### config.mk
export PLATFORM = sky130hd
export DESIGN_NAME = fir_decimator
export DESIGN_NICKNAME = d
export VERILOG_FILES = /design/src/rtl/fir_decimator.sv
export SDC_FILE = /design/constraint.sdc
export NUM_CORES = 1
export LEC_CHECK = 0
export BUFFER_PORTS_ARGS = -buffer_cell sky130_fd_sc_hd__buf_2
export CAP_MARGIN = 10
export CORE_MARGIN = 2
export CORE_UTILIZATION = 30
export DETAILED_ROUTE_END_ITERATION = 8
export GPL_ROUTABILITY_DRIVEN = 0
export GPL_TIMING_DRIVEN = 0
export PLACE_DENSITY = 0.57
export REMOVE_ABC_BUFFERS = 1
export SYNTH_ARGS = -nofsm -noshare
export SYNTH_HDL_FRONTEND = slang
export SYNTH_SLANG_ARGS = --single-unit
### constraint.sdc
create_clock -name clk -period 2.7 [get_ports clk]
set_clock_uncertainty 0.2 [all_clocks]
set_input_delay 0.135 -clock clk [delete_from_list [all_inputs] [get_ports clk]]
set_output_delay 0.135 -clock clk [all_outputs]
set_load 0.02 [all_outputs]
### src/rtl/fir_decimator.sv
// fir_decimator: keeps one sample in every DECIM valid FIR output samples and
// buffers the kept samples in a DEPTH-entry FIFO. The FIFO drains through a
// valid/ready output. A sticky overflow bit records kept samples lost to a full FIFO.
module fir_decimator #(
    parameter int signalSize = 8,
    parameter int DECIM      = 4,
    parameter int DEPTH      = 8
) (
    input  logic                         clk,
    input  logic                         rst,
    input  logic signed [signalSize-1:0] x,
    input  logic                         x_valid,
    output logic signed [signalSize-1:0] y,
    output logic                         y_valid,
    input  logic                         y_ready,
    output logic [$clog2(DEPTH):0]       level,
    output logic                         overflow,
    input  logic                         ovf_clr
);

    localparam int AW = $clog2(DEPTH);
    localparam int PW = (DECIM > 1) ? $clog2(DECIM) : 1;
    localparam logic [PW-1:0] PHASE_LAST = PW'(DECIM - 1);
    localparam logic [AW:0]   LEVEL_FULL = (AW + 1)'(DEPTH);

    logic [PW-1:0]                phase;
    logic [AW-1:0]                wr_ptr;
    logic [AW-1:0]                rd_ptr;
    logic signed [signalSize-1:0] mem [DEPTH];

    logic full;
    logic keep;
    logic pop;
    logic push;
    logic drop;

    // Handshake decode: which samples are kept, and whether each is stored or lost.
    // NOTE: every signal gets a default before any condition so no latch is inferred.
    always_comb begin
        full = 1'b0;
        keep = 1'b0;
        pop  = 1'b0;
        push = 1'b0;
        drop = 1'b0;
        full = (level == LEVEL_FULL);
        keep = x_valid && (phase == '0);
        // A pop needs a non-empty FIFO, so a push into an empty FIFO can never pop.
        pop  = y_valid && y_ready;
        // A full FIFO still accepts a kept sample when the head leaves on the same edge.
        push = keep && (!full || pop);
        drop = keep && full && !pop;
    end

    assign y_valid = (level != '0);
    // The head entry is shown only while it is valid; otherwise y reads as 0.
    assign y       = y_valid ? mem[rd_ptr] : '0;

    // Phase counter: counts valid input samples modulo DECIM, whether or not they are stored.
    // NOTE: sequential state uses non-blocking assignments so every flop samples pre-edge values.
    always_ff @(posedge clk) begin
        if (rst) begin
            phase <= '0;
        end else if (x_valid) begin
            phase <= (phase == PHASE_LAST) ? '0 : phase + 1'b1;
        end
    end

    // FIFO pointers and occupancy; pointers wrap naturally at DEPTH.
    always_ff @(posedge clk) begin
        if (rst) begin
            wr_ptr <= '0;
            rd_ptr <= '0;
            level  <= '0;
        end else begin
            if (push) begin
                wr_ptr <= wr_ptr + 1'b1;
            end
            if (pop) begin
                rd_ptr <= rd_ptr + 1'b1;
            end
            case ({push, pop})
                2'b10:   level <= level + 1'b1;
                2'b01:   level <= level - 1'b1;
                default: level <= level;
            endcase
        end
    end

    // Sample storage. It is written at the tail on a push.
    // NOTE: the storage array has no reset; stale entries are unreachable once pointers clear.
    always_ff @(posedge clk) begin
        if (!rst && push) begin
            mem[wr_ptr] <= x;
        end
    end

    // Sticky overflow: a drop sets it, and the set wins over a clear in the same cycle.
    always_ff @(posedge clk) begin
        if (rst) begin
            overflow <= 1'b0;
        end else if (drop) begin
            overflow <= 1'b1;
        end else if (ovf_clr) begin
            overflow <= 1'b0;
        end
    end

endmodule

==> qor.yml, run 1 <==
vias: 1845
rsz0062_at_grt: "true"
die-area_sq_um: 11800
worst_pin_slew_ns: 0.878
finalCritPeriodShare: 0.936
htreeDepth: 3
crit_top_cell: "nor3_2"
die_height_microns: 109
synthArstFlopShare: 0
syn_area_sq_um: 3280
ant_nets: 0
p_leak_nw: 1.36
p_per_area_nw_per_um2: 732
layout.nets: 262
setup_slack_ns: 0.172
area_delta_synth_final_pct: 21.5
cp.arrival_ns: 2.30
crit_path_end_kind: "register"
yosys_most_used_dff: "edfxtp_1"
finalHoldViolations: 0
required_ns: 2.47
clock_sinks: 80
intPower_mw: 2.12
path_cells: "nor3_2 -> a31oi_2 -> nand2_1 -> nor3_2"
fin_hold_ws_ns: 0.0868
yosys_register_bits: 80
ir_worst_vdd_v: 0.000413
drtIter0Drc: 101
cts_max_path_buffers: 2
cts.clk_slew.worst_paths_ns: 0.08
routed_wl_microns: 6230
drive_above_1_share: 0.309
routedWlPerCell_microns: 16.0
via_per_inst: 4.74
syn_inst: 202
fin_crit_ns: 2.53
drtPass1Iterations: 4
combPwrFrac: 0.169
fp-row-count: 38
critPathLaunchType: "register"
power_mw: 2.92
slowest_stage: "nor3_2"
cp_max_fo: 9
yosysTopAreaCellShare: 0.586
setup_viol: 0
hold_class: "in -> reg"
maxCapViolCount: 0
grt_max_degree: 20
cts_root_buf: "clkbuf_8"
grt-ovfl-total: 0
fin_setup_tns_ns: 0
p_clk_frac: 0.337
critical_path_class: "reg -> reg"
core-area_sq_um: 10700
synth_most_common_cell: "edfxtp_1"
synth_cell_types: 37
start_util: 0.305
swShare: 0.272
place_worst_setup_slack_ns: -0.0345
cts_tree: "yes"
yosys.area.top_type: "edfxtp_1"
avgSynthCellArea_sq_um: 16.2
stdcell_count: 389
grt_usage: 0.116
max_slew_margin: 0.412
boundaryPins: 27
diodes: 0
synth_warnings: 0
fmax_mhz: 396
die_x_microns: 109
outcome: "completed"
grt_pass1_wl_microns: 9780
synth_area_leaders: "edfxtp_1 59%, mux4_2 11%, dfxtp_1 9.8%"
dp.cells: 358
drc: 0
numCtsBuffers: 9
hpwl_microns: 3850
worstSkewPairLatency_ns: 0.34
seq_area_frac_synth: 0.684
switching_power_uw: 793
slew_viol_final: 0
io_buffer_count: 26
seq_power_share: 0.495
slowest_delay_ns: 0.74
antenna_found_initial: 0
grt_pass1_vias: 1835
synth_commonest_cells: "64 x edfxtp_1, 25 x nor2_1, 16 x dfxtp_1, 16 x mux4_2, 11 x mux2i_1"
synth_edf_count: 64
critical path, delay by kind of cell, from the launching register on:
kind | cells | cell delay (ns)
simple gates | 3 | 1.07
flops | 1 | 0.52
compound gates | 1 | 0.36
per-stage QoR:
| stage | cell area [sq um] | utilization |
|---|---|---|
| after floorplan | 3230 | - |
| after global placement | 3530 | 0.329 |
| after detailed placement | 3570 | 0.332 |
| after CTS | 3940 | 0.366 |
| after global routing | 3980 | 0.371 |
| final | 3980 | 0.371 |
sequential cells by signal, indices dropped and copies added, names as in the netlist, named ones only:
register and cells:
wr_ptr 3, level 4, mem 64, overflow 1
rd_ptr 3, phase 2
path summary, 6_finish.rpt:
path | slack, ns | to | depth (start not counted) | startpoint
setup / recovery | 0.17 | mem[5][0] | 4 | level[1]
hold / removal | 0.09 | level[0] | 5 | x_valid
setup reg to reg | 0.17 | mem[5][0] | 4 | level[1]
hold reg to reg | 0.30 | rd_ptr[1] | 2 | rd_ptr[1]
power groups by stage:
stage	Sequential, mW	Combinational, mW	Clock, mW
floorplan	1.46	0.331	0
detailed placement	1.47	0.475	0
finish	1.44	0.492	0.983
CTS	1.45	0.491	1.02
global route	1.46	0.535	1.06
global placement	1.47	0.464	0
layout by cell type (no fill, tap or decap), types with 2 or more instances in the layout:
cell           synthesis  routed
edfxtp_1              64      64
buf_2                  6      26
nor2_1                25      22
mux4_2                16      16
dfxtp_1               16      15
dlygate4sd3_1          0      14
mux2i_1               11      11
clkbuf_8               0       9
a21oi_1                7       7
nand2_1                6       6
ha_1                   5       5
inv_1                  4       4
xor2_1                 3       3
nand2b_1               3       3
nor2_2                 0       3
nand3_1                3       3
nor3_2                 1       2
o21ai_0                2       2
a32oi_1                2       2
inv_6                  0       2
bufinv_16              0       2
buf_4                  0       2
metal layers:
| metal | track usage | part of all wire | vias to the layer above |
|---|---|---|---|
| met3 | 0.0452 | 0.041 | 4 |
| met2 | 0.182 | 0.48 | 43 |
| met5 | 0 | 0 | - |
| met1 | 0.151 | 0.48 | 932 |
| met4 | 0.0275 | 0.0063 | 0 |
| li1 | - | - | 866 |
cell families after synthesis:
| group | Yosys count | share of synthesized area |
|---|---|---|
| AOI/OAI and AO/OA | 19 | 0.0420 |
| xor gates and xnor gates | 4 | 0.0107 |
| adders and majority gates | 5 | 0.0191 |
| buffers and inverters | 17 | 0.0225 |
| DFF | 80 | 0.684 |
| muxes | 28 | 0.147 |
| and+or+nand+nor | 49 | 0.0748 |
final cells by class:
type                    instances  area (sq um)
fillers                      1041          6760
flip-flops and latches         80          2240
multi-input cells             105          1010
repair buffers                 43           305
well taps                     140           175
clock buffers                   9           124
clock inverters                 7           101
inverters                       5          21.3
repair_timing:
item,CTS,global route
endpoints found under the setup margin,42,54
buffers inserted,0,1
pin swaps,0,1
gates resized for setup,2,5
hold buffers,14,0
hold endpoints to repair,75,0
Power figures use the tool's default switching activity.
==> run 2: changes to the inputs <==
SETUP_SLACK_MARGIN = 0.5   (was not set)
==> run 2 against run 1 <==
Compared with the run above: register-to-register slack gained 0.43 ns; fmax grew 20%; non-clock buffer count grew 22.
==> qor.yml, run 2 (same netlist as run 1, synthesis figures left out) <==
routed_wl_microns: 6510
setup_viol: 0
critical_path_class: "reg -> out"
p_clk_frac: 0.325
stdcell_count: 411
vias: 1912
worstSkewPairLatency_ns: 0.35
seq_power_share: 0.469
slowest_stage: "mux4_2"
cts_tree: "yes"
hpwl_microns: 3850
grt_pass1_wl_microns: 10200
max_slew_margin: 0.556
die_x_microns: 109
cts_max_path_buffers: 2
fin_setup_tns_ns: 0
regMostFlops: "mem"
antenna_found_initial: 0
mostFrequentLayoutCells: "64 x edfxtp_1, 26 x buf_2, 21 x buf_4, 20 x nor2_1, 16 x mux4_2"
finalHoldViolations: 0
cp.arrival_ns: 1.77
ant_nets: 0
die-area_sq_um: 11800
crit_path_end_kind: "output pin"
reg_top3: "mem: 64 flops, level: 4 flops"
core-area_sq_um: 10700
cts_root_buf: "clkbuf_8"
critPathLaunchType: "register"
drive_above_1_share: 0.428
outcome: "completed"
layout.nets: 284
reg2reg_depth: 9
worstReg2RegEnd: "level[2]"
swShare: 0.273
maxCapViolCount: 0
combPwrFrac: 0.206
drtIter0Drc: 73
p_per_area_nw_per_um2: 707
worst_pin_slew_ns: 0.665
boundaryPins: 27
power_mw: 3.03
rrSetupSlack_ns: 0.60
numCtsBuffers: 9
grt_max_degree: 20
fp-row-count: 38
seqCellArea_sq_um: 2250
clock_sinks: 80
cp_max_fo: 6
min_path_cells: 2
hp-start: "rd_ptr[1]"
reg2reg_from: "phase[0]"
via_per_inst: 4.65
io_buffer_count: 26
slowest_delay_ns: 0.51
ir_worst_vdd_v: 0.000429
switching_power_uw: 828
intPower_mw: 2.21
cp_num_buf_inv: 2
nFillCells: 1003
cts.clk_slew.worst_paths_ns: 0.08
dp.cells: 358
p_leak_nw: 1.50
slew_viol_final: 0
start_util: 0.305
multiInputGateArea_sq_um: 1110
htreeDepth: 3
fmax_mhz: 474
required_ns: 2.37
path_cells: "buf_12 -> mux4_2 -> mux2i_2 -> nor2_1 -> buf_2"
final_common_cell: "edfxtp_1"
routedWlPerCell_microns: 15.8
diodes: 0
drtPass1Iterations: 4
drc: 0
die_height_microns: 109
grt_usage: 0.120
fin_crit_ns: 2.11
rsz0062_at_grt: "true"
largest_register_ffs: 64
finalCritPeriodShare: 0.781
cp_top_family: "multiplexers"
hold_class: "reg -> reg"
grt_pass1_vias: 1901
grt-ovfl-total: 0
area_delta_synth_final_pct: 30.9
## run 2: cell types whose count changed in the layout (fill, tap and decap cells not counted), moves of 2 or more
cell	before	now
buf_4	2	21
dfxtp_1	15	8
dfxtp_2	1	7
nor2_4	0	5
nor2_2	3	0
buf_12	1	3
ha_1	5	3
inv_1	4	2
inv_2	0	2
nor2_1	22	20
## run 2: worst reg2reg max path: stages (launching register included)
cell	delay [ns]
dfxtp_2	0.36
inv_2	0.05
ha_4	0.16
and2_4	0.18
nor2_4	0.11
xor2_1	0.17
ha_2	0.20
nor2_1	0.04
a32oi_1	0.18
mux2_1	0.34
## run 2: through the flow
step | hold WS [ns] | area [sq um] | utilization | setup WS (ns)
floorplan | 0.00407 | 3230 | - | 0.0190
detailed placement | 0.216 | 3570 | 0.332 | -0.0345
finish | 0.296 | 4290 | 0.399 | 0.591
global placement | 0.207 | 3530 | 0.329 | -0.966
global route | 0.340 | 4290 | 0.399 | 0.471
CTS | 0.297 | 4210 | 0.392 | 0.491
## run 2: layout make-up
class / instances / share of cell area
flip-flops and latches: 80 / 0.526
multi-input cells: 105 / 0.260
repair buffers: 65 / 0.116
well taps: 140 / 0.0408
clock buffers: 9 / 0.0289
clock inverters: 7 / 0.0236
inverters: 5 / 0.00496
## run 2: timing repair
action | 4_1_cts | 5_1_grt
hold endpoints to repair | 72 | 0
hold buffers | 14 | 0
setup endpoints to repair | 73 | 26
pin swaps | 6 | 4
resized for setup | 27 | 12
setup buffers | 17 | 6
## run 2: power by group through the flow
stage	logic [mW]	registers [mW]	clock network, mW
final	0.624	1.42	0.986
after global routing	0.681	1.43	1.07
after CTS	0.604	1.42	1.02
after detailed placement	0.475	1.47	0
after global placement	0.464	1.47	0
after floorplan	0.331	1.46	0
## run 2: per-layer routing
metal  track usage  routed length (microns)  share of wire  up-vias
li1              -                        -              -      908
met1         0.154                     2930           0.45      959
met2         0.195                     3230           0.50       38
met3        0.0398                      278          0.043        7
met4        0.0302                       68          0.010        0
met5             0                        0              0        -
## run 2: worst max-delay path by stage
stage / startpoint / endpoint / slack (ns) / depth (start not counted)
2_1_floorplan: level[1] / mem[0][0] / 0.02 / 4
3_3_place_gp: level[1] / mem[0][2] / -0.97 / 4
3_5_place_dp: level[1] / mem[6][4] / -0.03 / 4
4_1_cts: level[1] / mem[1][7] / 0.49 / 5
5_1_grt: phase[0] / level[2] / 0.47 / 9
6_report: register / y[5] / 0.59 / 5
